`src/rtl/bin2bcd_iter.sv`:
```
// bin2bcd_iter: sequential binary-to-BCD converter (double dabble), one
// operand bit per clock. Optional two's-complement input, sign and overflow
// flags, and a start/busy/done handshake. The result registers hold their
// value until the next done pulse.
module bin2bcd_iter #(
    parameter int WIDTH  = 14,
    parameter int DIGITS = 5
) (
    input  logic                  clk,
    input  logic                  rst,
    input  logic                  start,
    input  logic [WIDTH-1:0]      num,
    input  logic                  sign_en,
    output logic [4*DIGITS-1:0]   bcd,
    output logic                  neg,
    output logic                  ovf,
    output logic                  busy,
    output logic                  done
);

    localparam int CW = $clog2(WIDTH + 1);

    localparam logic [0:0] IDLE  = 1'b0;
    localparam logic [0:0] SHIFT = 1'b1;

    logic [0:0]          state;
    logic [CW-1:0]       cnt;
    logic [WIDTH-1:0]    mag_sr;
    logic [4*DIGITS-1:0] scratch;
    logic                pend_neg;
    logic                pend_ovf;

    logic                is_neg;
    logic [WIDTH-1:0]    mag_in;
    logic [4*DIGITS-1:0] adj;
    logic [4*DIGITS-1:0] scratch_nxt;
    logic [WIDTH-1:0]    mag_nxt;
    logic                carry_out;

    // Operand magnitude: negate negative two's-complement inputs. The most
    // negative value wraps to 2^(WIDTH-1), which is the correct unsigned magnitude.
    always_comb begin
        is_neg = sign_en & num[WIDTH-1];
        mag_in = is_neg ? (~num + WIDTH'(1)) : num;
    end

    // Add 3 to every scratch digit that is 5 or more. All digits are adjusted in parallel.
    always_comb begin
        // NOTE: default the whole vector first so that no path leaves adj
        // unassigned; an unassigned path would infer a latch.
        adj = scratch;
        for (int i = 0; i < DIGITS; i++) begin
            if (scratch[4*i +: 4] >= 4'd5) begin
                adj[4*i +: 4] = scratch[4*i +: 4] + 4'd3;
            end
        end
    end

    // One shift step. The bit leaving the top digit is lost from the result
    // and marks an overflow.
    assign {carry_out, scratch_nxt} = {adj, mag_sr[WIDTH-1]};
    assign mag_nxt                  = {mag_sr[WIDTH-2:0], 1'b0};

    assign busy = (state == SHIFT);

    // Control FSM, shift datapath and result registers.
    always_ff @(posedge clk) begin
        // NOTE: state is updated with non-blocking assignments so that every
        // register samples values from before the edge, whatever the statement order.
        if (rst) begin
            state    <= IDLE;
            cnt      <= '0;
            mag_sr   <= '0;
            scratch  <= '0;
            pend_neg <= 1'b0;
            pend_ovf <= 1'b0;
            bcd      <= '0;
            neg      <= 1'b0;
            ovf      <= 1'b0;
            done     <= 1'b0;
        end else begin
            done <= 1'b0;
            case (state)
                IDLE: begin
                    if (start) begin
                        mag_sr   <= mag_in;
                        pend_neg <= is_neg;
                        pend_ovf <= 1'b0;
                        scratch  <= '0;
                        cnt      <= CW'(WIDTH);
                        state    <= SHIFT;
                    end
                end
                SHIFT: begin
                    scratch  <= scratch_nxt;
                    mag_sr   <= mag_nxt;
                    pend_ovf <= pend_ovf | carry_out;
                    cnt      <= cnt - CW'(1);
                    if (cnt == CW'(1)) begin
                        bcd   <= scratch_nxt;
                        neg   <= pend_neg;
                        ovf   <= pend_ovf | carry_out;
                        done  <= 1'b1;
                        state <= IDLE;
                    end
                end
                default: state <= IDLE;
            endcase
        end
    end

endmodule

```
`config.mk`:
```
export PLATFORM = sky130hd
export DESIGN_NAME = bin2bcd_iter
export DESIGN_NICKNAME = d
export VERILOG_FILES = /design/src/rtl/bin2bcd_iter.sv
export SDC_FILE = /design/constraint.sdc
export NUM_CORES = 1
export LEC_CHECK = 0
export ABC_CLOCK_PERIOD_IN_PS = 3700
export CORE_MARGIN = 4
export CORE_UTILIZATION = 54
export CTS_BUF_LIST = sky130_fd_sc_hd__clkbuf_4 sky130_fd_sc_hd__clkbuf_8 sky130_fd_sc_hd__clkbuf_16
export CTS_CLUSTER_SIZE = 24
export DETAILED_ROUTE_END_ITERATION = 10
export GPL_TIMING_DRIVEN = 0
export PLACE_DENSITY = 0.79
export SETUP_SLACK_MARGIN = 0.1
export SYNTH_ARGS = -nofsm -noshare
export SYNTH_HDL_FRONTEND = slang
export SYNTH_SLANG_ARGS = --single-unit
```
`constraint.sdc`:
```
create_clock -name clk -period 3.7 [get_ports clk]
set_clock_uncertainty 0.15 [all_clocks]
set_input_delay 0.74 -clock clk [delete_from_list [all_inputs] [get_ports clk]]
set_output_delay 0.74 -clock clk [all_outputs]
set_load 0.02 [all_outputs]
```
======== Yosys cells after proc, flatten, opt, wreduce, memory -nomap -nowiden ========
Index checks and enable logic that the tools add are counted.
operators by class
  magnitude comparators ................... 5
  equality and inequality tests ........... 2
  shift-type cells ........................ 0
  muxes and demuxes ....................... 18
  reduce and logical (&&, ||, !) cells .... 3
  $mul .................................... 0
  divide/modulo/power cells ............... 0
  bitwise logic cells ..................... 4
  add/sub/neg operators ................... 7
operator list
  cell                     count
  $pmux W20 S2             1
  $mux W14                 2
  $pmux W14 S2             1
  $mux W4                  6
  $add A4 B2 Y4 const B    5
  $ge A4 B3 Y1 const B     5
  $mux W20                 1
  $add A14 B1 Y14 const B  1
  $not A14 Y14             1
  $pmux W4 S2              1
  $eq A4 B1 Y1 const B     1
  $mux W1                  4
  $pmux W1 S2              2
  $reduce_and A2 Y1        2
  $sub A4 B1 Y4 const B    1
  $ne A2 B2 Y1 const B     1
  $reduce_or A2 Y1         1
  $and A1 B1 Y1            1
  $not A1 Y1               1
  $or A1 B1 Y1             1
storage, ports and cells
  memories ................................ 0
  output and inout bits ................... 24
  bits of input ports ..................... 18
  word-level logic and storage cells ...... 49
  memory bits (writable) .................. 0
  latch bits .............................. 0
  flip-flop bits (word level) ............. 64
  bits in read-only memories .............. 0

======== Depth between registers and ports, before layout ========
Gate-level depths: netlist (run 1).
  depth after elaboration ................. 5
  depth in mapped cells ................... 7
  mapped depth without buffers ............ 7

======== Worst setup path after synthesis (run 1) ========
OpenSTA, ideal clock, no wires.
  path type ............................... input to register
  start ................................... in num[0]
  end ..................................... reg mag_sr[12]
  required time ........................... 3425 ps
  arrival time ............................ 2054 ps
  buffers on the path ..................... 0
  slack ................................... 1371 ps
  library setup time ...................... 125 ps
  stages .................................. 7
  cell sequence ........................... inv_1 -> ha_1 -> or4b_4 -> or3_1 -> mux2i_1 -> o21ai_1 -> o2bb2ai_1
between the ends
  longest elaborated chain between the ends .. 5
ends and longest elaborated chain
  what                    RTL line  source
  start: declaration      12        input logic [WIDTH-1:0] num,
  $not A14 Y14            44        mag_in = is_neg ? (~num + WIDTH'(1)) : num;
  $add A14 B1 Y14         44
  $mux W14                44
  $mux W14                85        if (start) begin
  $pmux W14 S2            83        case (state)
  end signal: assignment  86        mag_sr <= mag_in;
  end signal: assignment  96        mag_sr <= mag_nxt;
  end: declaration        28        logic [WIDTH-1:0] mag_sr;
No other way between the ends. The select of a mux whose other input is x is not followed.
A chain may end at the register's enable or synchronous reset.

======== Worst setup path in the final report (run 1) ========
Same ends and word-level chain as after synthesis.

==> results by group, run 1 <==
Placed design
  • HPWL reported at the end of detailed placement: 5950 µm
  • Gpl congestion: 0.918
  • Port Buffers: 40
  • Post-Place Setup Slack: between 600 and 700 ps

Detailed routing
  • WL final: between 8000 and 9000 µm
  • # DRC: 0
  • Drt first pass iters: 4
  • Antenna viol nets, final: 0
  • DRT iter0 DRCs: ~210
  • Routed vias/inst: about 5.7
  • Routed WL per cell: between 15 and 20 µm
  • Vias after detailed routing: a little over 3,000

Die
  • Initial Util: a little under three fifths
  • Row count: 27
  • Die area: approximately 7300 µm²
  • Die Wd: about 86 µm
  • Die height: ~86 µm
  • Core footprint: roughly 5700 µm²
  • I/O pin cnt: 42

GRT
  • Initial antenna violation count: 0
  • Vias in the first global route: 2,920
  • First-pass GRT wire length: between 10,000 and 15,000 µm
  • Largest net degree at the start of global routing: 11
  • Total track usage: 23.9%
  • Grt ovf: 0

Worst setup path
  • CP required: roughly 3800 ps
  • R2R Setup Slk: between 1000 and 1500 ps
  • Crit path capture type: flop
  • Critical path class: in -> reg
  • CP Launch Type: primary input
  • Critical Path AT: ~2800 ps
  • Worst-path fanout max: 5

STA
  • Final setup viols: 0
  • Time the worst path needs with I/O delays and setup: between 2000 and 3000 ps
  • Max Freq: about 370 MHz
  • Relative slew slack: a little under three fifths
  • Setup tns final: 0 ps
  • RSZ-0062 raised after global routing: no
  • Slew Viols, Final: 0
  • Hold Vio Cnt, Final: 0
  • Final period utilization: 73.0%
  • Worst Slack Setup Final: 998 ps
  • Worst-margin pin slew: between 600 and 700 ps

Synthesis
  • Synth warnings: 0
  • Synth unique cells: 40
  • Syn avg cell area: roughly 8 µm²
  • Ys async rst share: 0%
  • Sequential cell area fraction in the yosys report: 39.5%
  • Area of the mapped netlist: about 3200 µm²
  • Number of synthesized flops with an enable pin: 0
  • Main flop type after synthesis: dfxtp_1
  • Net Count, Synth: around 450
  • FF+latch count, synth: 64
  • Cells after Synth: 415

Layout
  • Layout area overhead: 20.4%
  • Fill cell count: roughly 470
  • Number of diodes: 0
  • Layout cells sized above 1: 5.10%
  • Layout Nets: just under 500

Clocking
  • Clk buf depth: 2
  • Worst skew pair latency: roughly 340 ps
  • Worst-path clk slew: 60 ps
  • CTS root buf: clkbuf_8
  • CTS tree: yes
  • Total CTS buffers: 9
  • H-tree Lvls: 3
  • Post-CTS resize count: 0
  • Post-CTS Setup Inserts: 0
  • Post-cts hold buffer count: 0
  • Clock Sinks: 64

Worst hold path
  • Hold crit path type: reg -> reg

Power and ir drop
  • P_leak: about 0.0014 µW
  • Max VDD drop: about 0.26 mV
  • Power per cell area: approximately 370 nW/µm²

Run
  • Max Cap Viol: 0

Run status
  • Status: completed
## stage by stage
| stage | instances | hold slack, ps | cell area [µm²] | power [µW] | utilization, % |
|---|---|---|---|---|---|
| 6_report | 543 | 304 | 3910 | 1430 | 68.8 |
| 5_1_grt | 543 | 327 | 3910 | 1490 | 68.8 |
| 4_1_cts | 543 | 306 | 3910 | 1430 | 68.8 |
| 3_5_place_dp | 527 | 295 | 3730 | 905 | 65.8 |
| 3_3_place_gp | 527 | 287 | 3730 | 900 | 65.8 |
| 2_1_floorplan | 415 | 277 | 3240 | 837 | - |
## area by class of cell
| cell class | count | area, µm² | area share, % |
|---|---|---|---|
| inverters | 17 | 63.8 | 1.63 |
| plain buffers | 25 | 95.1 | 2.43 |
| multi-input cells | 309 | 1800 | 46.2 |
| repair buffers | 40 | 400 | 10.2 |
| well taps | 72 | 90.1 | 2.31 |
| clock inverters | 4 | 20.0 | 0.512 |
| clock buffers | 12 | 153 | 3.91 |
| flip-flops and latches | 64 | 1280 | 32.8 |
## state kept, by name, summed over array words and instances, names as in the netlist, 4 cells and up
name and flops:
mag_sr 14, bcd 20, scratch 20, cnt 4
## final timing paths
| kind | start | to | depth (start not counted) |
|---|---|---|---|
| worst max register to register | busy | bcd[10] | 6 |
| worst min register to register | mag_sr[7] | mag_sr[8] | 2 |
| worst max-delay path | num[0] | mag_sr[12] | 8 |
| worst min-delay path | mag_sr[7] | mag_sr[8] | 2 |
## cells in the final DEF (no fill, tap or decap), types with 4 or more instances in the layout
cell             Yosys  routed
nand2b_1             9       9
xnor2_1             11      11
nand2_1             56      56
ha_1                13      13
a21oi_1             55      55
o21ai_1              7       7
clkdlybuf4s50_1      0      40
nor3_1              17      17
mux2i_1              9       9
clkbuf_8             0      10
nand3_1              7       7
clkbuf_1            22      22
nor3b_1             17      17
dfxtp_1             64      64
nor2_1              53      53
a211oi_1             4       4
clkinv_2             0       4
o21ai_0             17      17
a311oi_1             9       9
inv_1               17      17
## report_power, final
group / internal, µW / leakage (µW) / switching [µW]
registers: 708 / 0.000520 / 11.9
clock network: 272 / 0.0000967 / 267
logic: 66.0 / 0.000754 / 107
## logic make-up after synthesis
logic type,share of synthesized area (%)
buf+inv,4.90
flops,39.5
xor+xnor,3.51
mux,3.12
fa+ha+maj,5.01
simple gates,24.5
compound gates,19.5
## routing by layer
metal | global-route usage (%) | vias to the layer above | part of all wire [%]
li1 | - | 1548 | -
met4 | 8.92 | 0 | 0.97
met1 | 32.9 | 1458 | 47
met2 | 38.3 | 93 | 46
met3 | 3.36 | 10 | 5.3
met5 | 0 | - | 0
## critical path, cell delays in order
cell             delay [ps]
clkdlybuf4s50_1         480
inv_1                    90
ha_1                    190
or4b_4                  520
or3_1                   340
mux2i_1                 140
o21ai_1                  90
o2bb2ai_1               150
## synth_stat cells, types with 2 or more instances
cell | count | area [µm²]
mux2i_1 | 9 | 90.1
dfxtp_1 | 64 | 1280
a221oi_2 | 2 | 30.0
inv_1 | 17 | 63.8
clkbuf_1 | 22 | 82.6
a311oi_1 | 9 | 78.8
nand2b_1 | 9 | 56.3
buf_1 | 2 | 7.51
a21oi_1 | 55 | 275
nor4_1 | 2 | 12.5
a211oi_1 | 4 | 30.0
xnor2_1 | 11 | 96.3
ha_1 | 13 | 163
nand3_1 | 7 | 35.0
o21ai_1 | 7 | 35.0
xor2_1 | 2 | 17.5
o21ai_0 | 17 | 85.1
nand2_1 | 56 | 210
nor2_1 | 53 | 199
or3_1 | 2 | 12.5
nor3b_1 | 17 | 128
nor3_1 | 17 | 85.1
Note: power is estimated with default switching activity, not from simulation.
==> run 2, diff against run 1 <==
ABC_CLOCK_PERIOD_IN_PS = 2600   (was 3700)
clock period = 2.6 ns   (was 3.7 ns; I/O delays follow)
==> run 2 against run 1 <==
Non-clock buffer count unchanged. Worst hold slack about the same. Power increased by 42%. Wire length about the same. Clock-buffer cell count unchanged. Flip-flop and latch count unchanged. Core utilization increased by 0.088 points. Clock power increased by 42%. Largest power group unchanged. Global-route usage unchanged. Sequential power increased by 42%.
==> results by group, run 2 (synthesized netlist as in run 1, its figures left out) <==
Clocking
  • Total CTS buffers: 9
  • Post-cts hold buffer count: 0
  • Clock Sinks: 64
  • H-tree Lvls: 3
  • Post-CTS resize count: 0
  • Worst skew pair latency: about 340 ps
  • Post-CTS Setup Inserts: 0
  • CTS tree: yes
  • Clk buf depth: 2
  • CTS root buf: clkbuf_8
  • Worst-path clk slew: about 60 ps

Power and ir drop
  • Max VDD drop: between 0.3 and 0.4 mV
  • P_leak: roughly 0.0014 µW
  • Pwr Total: slightly above 2000 µW
  • Power per cell area: 521 nW/µm²

Die
  • Initial Util: a little under three fifths
  • I/O pin cnt: 42
  • Core footprint: 5680 µm²
  • Die Wd: 85.5 µm
  • Die area: 7310 µm²
  • Row count: 27
  • Die height: 85.5 µm

STA
  • Max Freq: ~430 MHz
  • Hold Vio Cnt, Final: 0
  • Worst Hold Slack: 304 ps
  • Final setup viols: 0
  • RSZ-0062 raised after global routing: no
  • Worst Slack Setup Final: ~270 ps
  • Relative slew slack: between 50% and 60%
  • Slew Viols, Final: 0
  • Final period utilization: 89.8%
  • Time the worst path needs with I/O delays and setup: about 2300 ps
  • Worst-margin pin slew: about 660 ps

Detailed routing
  • WL final: 8490 µm
  • Routed WL per cell: about 16 µm
  • Drt first pass iters: 5
  • # DRC: 0
  • Routed vias/inst: 5.74
  • DRT iter0 DRCs: 211
  • Vias after detailed routing: slightly above 3,000
  • Antenna viol nets, final: 0

Run status
  • Status: completed

Worst setup path
  • Critical path class: in -> reg
  • Critical Path AT: between 2000 and 2500 ps
  • CP required: about 2700 ps
  • Worst-path fanout max: 5
  • Crit path capture type: flop
  • CP Launch Type: primary input

GRT
  • First-pass GRT wire length: 14,000 µm
  • Grt ovf: 0
  • Total track usage: 23.9%
  • Largest net degree at the start of global routing: 11
  • Vias in the first global route: 2,920
  • Initial antenna violation count: 0

Layout
  • Fill cell count: between 400 and 500
  • Layout area overhead: 20.6%
  • Number of diodes: 0
  • Commonest cells after routing, fill and taps aside: dfxtp_1 (64), nand2_1 (56), a21oi_1 (55)
  • Most common cell after layout, fill and taps aside: dfxtp_1
  • Biggest regs: bcd x20, scratch x20, mag_sr x14
  • Layout cells sized above 1: between 5 and 6%
  • Layout Nets: a little under 500

Placed design
  • Gpl congestion: about 0.92
  • Port Buffers: 40
  • HPWL reported at the end of detailed placement: 5950 µm
  • Post-Place Setup Slack: -208 ps

Worst hold path
  • Hold crit path type: reg -> reg

Run
  • Max Cap Viol: 0
## run 2: changes by cell type in the layout (fill, tap and decap cells not counted), sizes merged
cell	change
dlymetal6s2s	+2
clkdlybuf4s50	-2
## run 2: layout make-up
type	count	area, µm²	area share [%]
Multi-Input combinational cell	309	1800	46.1
Clock buffer	12	153	3.90
Timing Repair Buffer	40	405	10.4
Sequential cell	64	1280	32.7
Inverter	17	63.8	1.63
Tap cell	72	90.1	2.30
Buffer	25	95.1	2.43
Clock inverter	4	20.0	0.512
## run 2: power by group
group	internal (µW)	total (µW)	switching, µW	leakage (µW)
clock network	387	768	381	0.0000967
registers	1010	1020	16.8	0.000520
logic	93.6	246	152	0.000773
total	1490	2040	550	0.00139
## run 2: per-stage QoR
step / instances / cell area [µm²] / setup TNS [ps] / utilization, %
after detailed placement: 527 / 3730 / -364 / 65.8
after CTS: 543 / 3910 / 0 / 68.8
after floorplan: 415 / 3240 / 0 / -
after global routing: 543 / 3910 / 0 / 68.9
after global placement: 527 / 3730 / -231 / 65.8
final: 543 / 3910 / 0 / 68.9
## run 2: final timing paths
path | start | slack [ps] | endpoint | cells after the start
setup reg to reg | busy | 370 | bcd[10] | 6
setup / recovery | num[4] | 270 | mag_sr[12] | 6
hold reg to reg | mag_sr[7] | 300 | mag_sr[8] | 2
hold / removal | mag_sr[7] | 300 | mag_sr[8] | 2
## run 2: critical path: stages
cell,delay (ps)
clkdlybuf4s50_1,520
or4b_4,630
or3_1,330
mux2i_1,140
o21ai_1,90
o2bb2ai_1,150
## run 2: metal layers
metal,global-route usage (%),wire length (µm)
met1,32.9,3980
met2,38.3,3920
met3,3.36,481
met4,8.92,102
met5,0,0
==> edit, RTL diff (flow settings as in run 2) <==
Reset style: asynchronous (`rst`), changed in one clocked block.
--- a/src/rtl/bin2bcd_iter.sv
+++ b/src/rtl/bin2bcd_iter.sv
@@ -65,5 +65,5 @@
 
     // Control FSM, shift datapath and result registers.
-    always_ff @(posedge clk) begin
+    always_ff @(posedge clk or posedge rst) begin
         // NOTE: state is updated with non-blocking assignments so that every
         // register samples values from before the edge, whatever the statement order.
Formal check against the unedited RTL: differs if rst is asserted again (counterexample within 4 cycles, from zero or initial values and one cycle with rst high); with rst held inactive, the same outputs for 10 cycles.
==> edit against run 2 <==
Design area is 6.2% higher; first-iteration DRC count is 63% lower; wire length is 17% lower; count of clock-buffer cells in the layout is 1 higher; die area is 4.5% higher; sequential cell count stayed put; non-clock buffer count is 5 lower; synthesized area is 4.9% higher; synthesized cell count is 15% lower; worst setup slack better by 350 ps; critical path type unchanged; critical endpoint is now mag_sr[6]$_DFFE_PP0P_; highest routed layer unchanged.
Power is not compared: it rests on default switching activity, and its combinational part moved more than twofold at a synthesized area within 25%.
==> edit: results (changes against run 2) <==
metric,value,unit,change
status,"complete, no violations",,
RePlAce Congestion,0.823,,-10%
vias post-DR,2670,,-14%
ys async rst share,1.00,,+1.00
final layout net count,438,,-12%
ant diodes,0,,unchanged
biggest regs,"bcd x20, scratch x20, mag_sr x14",,
sequential fraction of the synthesis area,0.470,,+0.0755
static leakage,0.00190,uW,
Filler Cells Inserted,511,,+8.3%
"Req. time, crit path",2670,ps,+20 ps
prevailing post-synth register cell,dfrtp_1,,
relative max-transition margin,0.630,,+0.0684
number of DRC markers in iteration 0,79,,-63%
worst vdd ir,0.582,mV,
Post-Syn Instances,354,,-15%
Total Wirelength,7070,um,-17%
synth warn,0,,unchanged
CTS Buffer Depth,2,,unchanged
post-synth cell types,30,,-25%
first-pass GRT wire length,12200,um,-13%
CTS Buf Count,9,,unchanged
root buf cell,clkbuf_8,,
Resized cells post-CTS,0,,unchanged
crit-path max FO,5,,unchanged
DR WL/cell,14.5,um,-7.1%
number of iterations in the first detailed-routing pass,4,,-1
clk_lat worst skew,330,ps,
largest net degree at the start of global routing,40,,+29
DP HPWL,5220,um,-12%
commonest cells in the synthesized netlist,"64 x dfrtp_1, 49 x nand2_1, 33 x o21ai_0",,
share of cells above drive strength 1,0.0995,,+0.0486
largest cells by area after synthesis,"dfrtp_1 47%, nor3b_1 6.2%, mux2i_1 5.9%, nand2_1 5.4%, o21ai_0 4.9%",,
Final Hold Violating Endpoints,0,,unchanged
GR Util All Layers,0.207,,-0.0322
IO Port Bufs,41,,+2.5%
min-delay worst type,flip-flop to flip-flop,,
Clock Pin Slew Worst Setup and Hold Paths,70,ps,
initial antenna violation count,0,,unchanged
Post-synth EDFFs,0,,unchanged
syn_nets,385,,-14%
Placed Cells,471,,-11%
H-tree depth,3,,unchanged
setup violators final,0,,unchanged
postcts setup bufs,0,,unchanged
-- edit: changes by cell type after synthesis, moves of 10 or more --
cell             run 2  this run
mux2i_1              9        20
nor3b_1             17        28
nor2_1              53        10
dfxtp_1             64         0
a21oi_1             55        32
dfrtp_1              0        64
buf_2                1        11
o21ai_0             17        33
clkbuf_1            22         6
-- edit: critical path: stages --
cell	delay, ps
clkdlybuf4s50_1	570
inv_1	70
ha_1	200
nor3b_2	190
a21oi_1	190
mux2i_1	230
nand2_1	70
-- edit: report_power, final --
group          internal, uW  total (uW)  switching (uW)
clock network           598         962             365
logic                  1040        2220            1180
registers              1430        1750             322
total                  3070        4940            1870
-- edit: cell families (layout without fill, tap and decap cells) --
kind of cell	after synthesis	in the layout	synth area share
AO/OA/AOI/OAI	81	81	0.130
XOR/XNOR	15	15	0.0386
adder cells (fa/ha/maj)	13	13	0.0478
buffers and inverters	38	96	0.0470
flip-flops	64	64	0.470
multiplexers	26	26	0.0786
AND/OR/NAND/NOR	117	117	0.187
-- edit: layout make-up --
cell class,instances,area [um2],area share
Timing Repair Buffer,42,430,0.104
Tap cell,75,93.8,0.0226
Multi-Input combinational cell,252,1640,0.395
Clock inverter,3,65.1,0.0157
Inverter,20,75.1,0.0181
Sequential cell,64,1600,0.386
Buffer,18,85.1,0.0205
Clock buffer,13,160,0.0386
-- edit: path summary, 6_finish.rpt --
path / startpoint / endpoint / slack [ps] / cells past startpoint
max: num[0] / mag_sr[6]$_DFFE_PP0P_ / 620 / 7
min: bcd[8]$_DFFE_PP0P_ / bcd[8]$_DFFE_PP0P_ / 330 / 2
max reg2reg: scratch[8]$_DFFE_PP0P_ / scratch[10]$_DFFE_PP0P_ / 710 / 6
min reg2reg: bcd[8]$_DFFE_PP0P_ / bcd[8]$_DFFE_PP0P_ / 330 / 2
max in group asynchronous: rst / mag_sr[4]$_DFFE_PP0P_ / 1290 / 3
min in group asynchronous: rst / bcd[8]$_DFFE_PP0P_ / 410 / 2
-- edit: routing by layer --
layer / up-vias / GRT usage / part of all wire
met5: - / 0 / 0
met4: 0 / 0.110 / 0.022
met3: 13 / 0.0312 / 0.038
met2: 51 / 0.351 / 0.49
met1: 1277 / 0.253 / 0.45
li1: 1329 / - / -
-- edit: through the flow --
| step | setup TNS [ps] | utilization | worst slack [ps] | area (um2) |
|---|---|---|---|---|
| after CTS | 0 | 0.689 | 604 | 4150 |
| final | 0 | 0.689 | 617 | 4150 |
| after global placement | -47720 | 0.649 | -748 | 3910 |
| after detailed placement | 0 | 0.652 | 266 | 3930 |
| after floorplan | 0 | - | 332 | 3400 |
| after global routing | 0 | 0.689 | 512 | 4150 |
